==> src/rtl/hazard_stall_ctrl.sv <==
// hazard_stall_ctrl: data/structural hazard detection, pipeline stall control,
// mult/div busy sequencing and a saturating stall-cycle counter.
module hazard_stall_ctrl #(
   parameter int MULT_CYC = 5,
   parameter int DIV_CYC  = 10,
   parameter int CNT_W    = 4
) (
   input  logic        clk,
   input  logic        reset,
   input  logic [4:0]  D_rs_addr,
   input  logic [4:0]  D_rt_addr,
   input  logic [1:0]  D_rs_tuse,
   input  logic [1:0]  D_rt_tuse,
   input  logic        D_is_md,
   input  logic [4:0]  E_wa,
   input  logic [1:0]  E_tnew,
   input  logic [4:0]  M_wa,
   input  logic [1:0]  M_tnew,
   input  logic        E_md_start,
   input  logic        E_md_is_div,
   output logic        pc_en,
   output logic        fd_en,
   output logic        de_clr,
   output logic        md_busy,
   output logic [31:0] stall_cnt
);
   typedef enum logic {IDLE, BUSY} state_t;
   state_t state, state_nx;
   logic [CNT_W-1:0] cnt, cnt_nx;
   logic rs_stall, rt_stall, md_stall, stall;
   always_comb begin
      rs_stall = (D_rs_addr != 5'd0) &&
                 ((D_rs_addr == E_wa && D_rs_tuse < E_tnew) || (D_rs_addr == M_wa && D_rs_tuse < M_tnew));
      rt_stall = (D_rt_addr != 5'd0) &&
                 ((D_rt_addr == E_wa && D_rt_tuse < E_tnew) || (D_rt_addr == M_wa && D_rt_tuse < M_tnew));
      md_busy  = (state == BUSY);
      md_stall = D_is_md && (md_busy || E_md_start);
      stall    = rs_stall || rt_stall || md_stall;
      pc_en    = !reset && !stall;
      fd_en    = !reset && !stall;
      de_clr   = !reset && stall;
   end
   // A start arriving while BUSY is dropped: the counter is never reloaded mid-operation.
   always_comb begin
      state_nx = state;
      cnt_nx   = cnt;
      if (state == IDLE) begin
         if (E_md_start) begin
            state_nx = BUSY;
            cnt_nx   = E_md_is_div ? CNT_W'(DIV_CYC) : CNT_W'(MULT_CYC);
         end
      end else begin
         state_nx = (cnt == CNT_W'(1)) ? IDLE : BUSY;
         cnt_nx   = cnt - CNT_W'(1);
      end
   end
   always_ff @(posedge clk or posedge reset) begin
      if (reset) begin
         state     <= IDLE;
         cnt       <= '0;
         stall_cnt <= '0;
      end else begin
         state <= state_nx;
         cnt   <= cnt_nx;
         if (stall && stall_cnt != 32'hFFFF_FFFF)
            stall_cnt <= stall_cnt + 32'd1;
      end
   end
endmodule
==> config.mk <==
export PLATFORM = sky130hd
export DESIGN_NAME = hazard_stall_ctrl
export DESIGN_NICKNAME = d
export VERILOG_FILES = /design/src/rtl/hazard_stall_ctrl.sv
export SDC_FILE = /design/constraint.sdc
export NUM_CORES = 1
export LEC_CHECK = 0
export BUFFER_PORTS_ARGS = -buffer_cell sky130_fd_sc_hd__buf_2
export CORE_MARGIN = 3
export CORE_UTILIZATION = 30
export CTS_CLUSTER_SIZE = 8
export DETAILED_ROUTE_END_ITERATION = 10
export GPL_ROUTABILITY_DRIVEN = 1
export PLACE_DENSITY_LB_ADDON = 0.08
export SYNTH_ARGS = -nofsm -noshare
export SYNTH_HDL_FRONTEND = slang
export SYNTH_SLANG_ARGS = --single-unit
==> constraint.sdc <==
create_clock -name clk -period 3.2 [get_ports clk]
set_clock_uncertainty 0.15 [all_clocks]
set_input_delay 0.64 -clock clk [delete_from_list [all_inputs] [get_ports clk]]
set_output_delay 0.64 -clock clk [all_outputs]
set_load 0.01 [all_outputs]
Yosys cells after proc, flatten, opt, wreduce, memory -nomap -nowiden
Cells that the tools add are included.
{ "op_classes": {"add_sub_neg": 2, "magnitude_cmp": 4, "eq_ne": 6, "muxes": 6, "n_reduce_logical": 20} }
{ "ops": {"columns": ["op", "count"], "rows": [
  ["32-bit by 1-bit adder with 32-bit output, second input constant", 1],
  ["32-bit inequality test, second input constant", 1],
  ["5-bit == test", 4],
  ["4-bit 2-to-1 mux", 3],
  ["1-bit logical AND", 10],
  ["5-bit nonzero test", 2],
  ["2-bit < comparator", 4],
  ["1-bit logical OR", 5],
  ["4-bit by 1-bit == test with 1-bit output, second input constant", 1],
  ["4-bit by 1-bit subtractor with 4-bit output, second input constant", 1],
  ["1-bit 2-to-1 mux", 3],
  ["1-bit logical NOT", 2],
  ["2-bit nonzero test", 1]
]} }
{ "totals": {"regBits": 37, "input_bits": 33, "out_inout_bits": 36, "word_cells": 41} }

Longest topological paths before layout
{ "logic_depth": {"depth_word": 8, "depth_mapped": 9, "mapped_depth_nobuf": 8} }

Worst setup path before layout
Ideal clock, no wire load.
{ "synth_path": {"path_type": "input to output", "from": "input D_rs_addr[1]", "to": "output pc_en", "arrival_time_ps": 1937, "t_required_ps": 2410, "slack_ps": 473, "path_stages": 5, "n_path_buf": 1, "cell_sequence": "or4_1 > nor2_1 > a21oi_4 > nor3_1 > buf_4"} }
{ "synth_via": {"elab_chain_len": 8, "elab_cells_between_ends": 11, "cone_classes": "eq/ne (2); reduce/logical (9)"} }
{ "synth_rtl": {"columns": ["item", "line_no", "rtl"], "rows": [
  ["start, declared", "10", "input logic [4:0] D_rs_addr,"],
  ["5-bit == test", "33", "((D_rs_addr == E_wa && D_rs_tuse < E_tnew) || (D_rs_addr == M_wa && D_rs_tuse < M_tnew));"],
  ["1-bit logical AND", "33", null],
  ["1-bit logical OR", "33", null],
  ["1-bit logical AND (*)", "32", "rs_stall = (D_rs_addr != 5'd0) &&"],
  ["1-bit logical OR (*) (2 in a row)", "38", "stall = rs_stall || rt_stall || md_stall;"],
  ["1-bit logical NOT (*)", null, null],
  ["1-bit logical AND (*)", null, null],
  ["end, declared", "21", "output logic pc_en,"]
]} }
Mark *: on every way between the ends. The rest lies on a longest branch, timed or not.

Worst setup path in the final report
{ "layout_path": {"from": "input M_tnew[1]", "to": "output de_clr"} }
{ "layout_via": {"elab_chain_len": 7, "elab_cells_between_ends": 11, "cone_classes": "order compare (2); reduce/logical (9)"} }
{ "layout_rtl": {"columns": ["item", "line_no", "rtl"], "rows": [
  ["start, declared", "18", "input logic [1:0] M_tnew,"],
  ["2-bit < comparator (on tied branches)", "33, 35", null],
  ["1-bit logical AND (on tied branches)", "33, 35", null],
  ["1-bit logical OR (on tied branches)", "33, 35", null],
  ["1-bit logical AND (on tied branches)", "32, 34", null],
  ["1-bit logical OR (*) (2 in a row)", "38", null],
  ["1-bit logical AND (*)", "41", "de_clr = !reset && stall;"],
  ["end, declared", "23", "output logic de_clr,"]
]} }
Marks and branches as above.

==> metrics.txt <==
Final nets=339; top post-synthesis cells by area=sky130_fd_sc_hd__dfrtp_1 (42%), sky130_fd_sc_hd__xor2_1 (15%), sky130_fd_sc_hd__xnor2_1 (5.2%); overflow left after global routing=0; FMAX=344 MHz; element type at the critical path start=input pin; largest vdd supply drop=between 200 and 250 uV; Placement Setup Slack=slightly above 300 ps; global router's overall resource usage=13.1%; mean cell area of the mapped netlist=9.79 um2; maximum fanout count along the critical path=5; min setup slack post-route=293 ps; Final Max Slew Viols=0; IO buf count=68; leakage dissipation=1.45 nW; number of hold buffers added after cts=0; multiplexer share of the synthesized area=1.42%; nets in the synthesized netlist=265; post-synthesis instance total=approximately 230; Warnings, synthesis=0; xor and xnor area share after synthesis=roughly a fifth; PwrDens=499 nW/um2; classification of the worst setup path=input pin to primary output; antenna cells=0; area overhead of the layout relative to synthesis=25.6%; met3 Usage GRT=between 3 and 4%; share of layout cells above drive strength 1=29.3%; maximum capacitance violations=0; post-CTS clock slew at the launch and capture registers of the worst setup and hold paths=80 ps; DR vias=1,845; remaining number of nets flagged by the antenna check after routing=0; average wire length per cell after detail routing=13.5 um; met2 track utilization from global routing=a little over a fifth; Root Driver=sky130_fd_sc_hd__clkbuf_8; number of enable-type register cells in the synthesized netlist=0; arrival time worst endpoint=2120 ps; Max Buffers Root-to-Sink=2; effective utilization at floorplan=a little under a third; Iteration-0 DRC Markers=53; fin util=39.8%; maximum number of pins on one net before global-route repair=32; combinational family with the most area after synthesis=simple AND/OR/NAND/NOR gates; Cell variety after synth=37; TritonCTS clock tree=done; layer with the highest usage after global routing=met2; flip-flop and latch count after synthesis=37; post-synthesis sequential area ratio=42.0%; via-per-instance ratio=4.66; worst r2r path cells=8; Clk Latency, worst-skew pair=280 ps; compound-gate portion of the synthesized area=under 10%; fraction of registers with async set or reset after synthesis=100%; global-route wire length before repair=8.89 mm; nature of the critical path endpoint=primary output; required time of the worst setup path=2410 ps; crit path time final=2910 ps; worst hold margin=137 ps; count of unresolved DRC violations after routing=0; endpoint of the worst register-to-register path=stall_cnt[1]; total of cells resized after clock tree synthesis=0; proportion of netlist area held by the largest area contributor=42.0%; part of the cycle the worst path needs=approximately nine tenths; adder-cell share of the synthesized area=3.98%; actual slew at the worst max-slew pin=612 ps; GR Layer Usage met1=17.4%; I/O pin total=69; setup fix buffers added after clock tree synthesis=0; number of global-route vias before repair=1,834; Tightest Hold Check Type=input pin to asynchronous set/reset pin; antenna violations before repair=0; post-synthesis cell type with the largest combined area=sky130_fd_sc_hd__dfrtp_1; Detail Placement HPWL=between 4 and 5 mm; drt first pass iters=4; Chip Height=between 90 and 100 um; Synth Area in Simple Gates=a little over a fifth; outcome=finished clean; RSZ-0062 raised after global routing=no; source of the worst register-to-register timing path=stall_cnt[0]; level count of the clock H-tree=2; die extent in x=approximately 90 um; top flip-flop cell by instance count after synthesis=sky130_fd_sc_hd__dfrtp_1; number of buffers added by the clock tree synthesis step=5; Total Routed Length=5.34 mm; Final setup violation count=0; setup TNS after final layout=0 ps; standard-cell rows=30; die footprint=8410 um2; routability congestion estimate from global placement=0.909; Rel. slew slack=58.8%; final count of hold timing violations=0; Synth Cell Area=2200 um2; setup slack of the most critical reg-to-reg path=670 ps; core footprint=a little under 7000 um2; TritonCTS sink count=37
==> synthesized netlist by cell type, drive strengths merged (2+ instances only) <==
cell / number
a21oi: 4
and3: 4
xor2: 38
nand2b: 4
or4: 3
dfrtp: 37
nand4: 8
buf: 3
inv: 12
ha: 7
o21ai: 9
a211oi: 2
nand2: 17
nor2: 20
nor3: 12
nand3: 8
nor4: 9
xnor2: 14
mux2i: 2
==> where the power goes <==
group / internal (mW) / switching, mW / total, mW
clock network: 0.195 / 0.169 / 0.363
registers: 0.545 / 0.0881 / 0.633
logic: 0.176 / 0.208 / 0.384
total: 0.916 / 0.464 / 1.38
==> cell families after synthesis <==
kind of cell    after synthesis
simple gates                 90
xor+xnor                     52
flops                        37
compound gates               20
buf+inv                      16
fa+ha+maj                     7
mux                           3
==> state kept, by name (all words and copies together), names as in the netlist <==
signal,count
cnt,4
md_busy,1
stall_cnt,32
==> worst max-delay path by stage <==
stage                 start             to  slack (ps)  cells after the start
2_1_floorplan  D_rs_addr[1]          pc_en         470                      5
3_3_place_gp   D_rs_tuse[1]         de_clr         290                      8
3_5_place_dp      M_tnew[1]  stall_cnt[12]         300                      9
4_1_cts           M_tnew[1]         de_clr         290                      9
5_1_grt           M_tnew[1]         de_clr         200                      9
6_report          M_tnew[1]         de_clr         290                      9
==> area by class of cell <==
type                    count  area [um2]
clock buffers               7        96.3
clock inverters             1        5.00
fillers                   712        4180
inverters                  12        45.0
multi-input cells         172        1210
flip-flops and latches     37         926
well taps                  96         120
repair buffers             71         363
==> critical path: stages <==
cell	delay (ps)
sky130_fd_sc_hd__buf_2	70
sky130_fd_sc_hd__inv_1	50
sky130_fd_sc_hd__ha_1	310
sky130_fd_sc_hd__a2111oi_4	350
sky130_fd_sc_hd__nand4_2	170
sky130_fd_sc_hd__a21oi_4	220
sky130_fd_sc_hd__nor2_1	80
sky130_fd_sc_hd__nor2_1	80
sky130_fd_sc_hd__buf_2	130
==> stage by stage <==
step                power [mW]  instances  area [um2]
CTS                       1.40        396        2770
floorplan                0.889        225        2200
detailed placement        1.03        388        2670
global placement          1.03        388        2670
finish                    1.38        396        2770
global route              1.48        396        2770
==> per-layer routing <==
metal / part of all wire, % / vias up
li1: - / 921
met1: 47 / 880
met2: 47 / 37
met3: 4.4 / 7
met4: 1.1 / 0
met5: 0 / -
==> cell usage in the layout, fill, tap and decap left out, drive strengths merged, types with 2 or more instances in the layout <==
| cell | netlist | routed |
|---|---|---|
| clkbuf | 1 | 7 |
| nor4 | 9 | 9 |
| ha | 7 | 7 |
| nand4 | 8 | 8 |
| and3 | 4 | 4 |
| nand2b | 4 | 4 |
| dfrtp | 37 | 37 |
| nor2 | 20 | 20 |
| buf | 3 | 71 |
| xnor2 | 14 | 14 |
| a211oi | 2 | 2 |
| inv | 12 | 12 |
| mux2i | 2 | 2 |
| a21oi | 4 | 4 |
| nor3 | 12 | 12 |
| xor2 | 38 | 38 |
| nand2 | 17 | 17 |
| or4 | 3 | 3 |
| o21ai | 9 | 9 |
| nand3 | 8 | 8 |
Note: power is estimated with default switching activity, not from simulation.
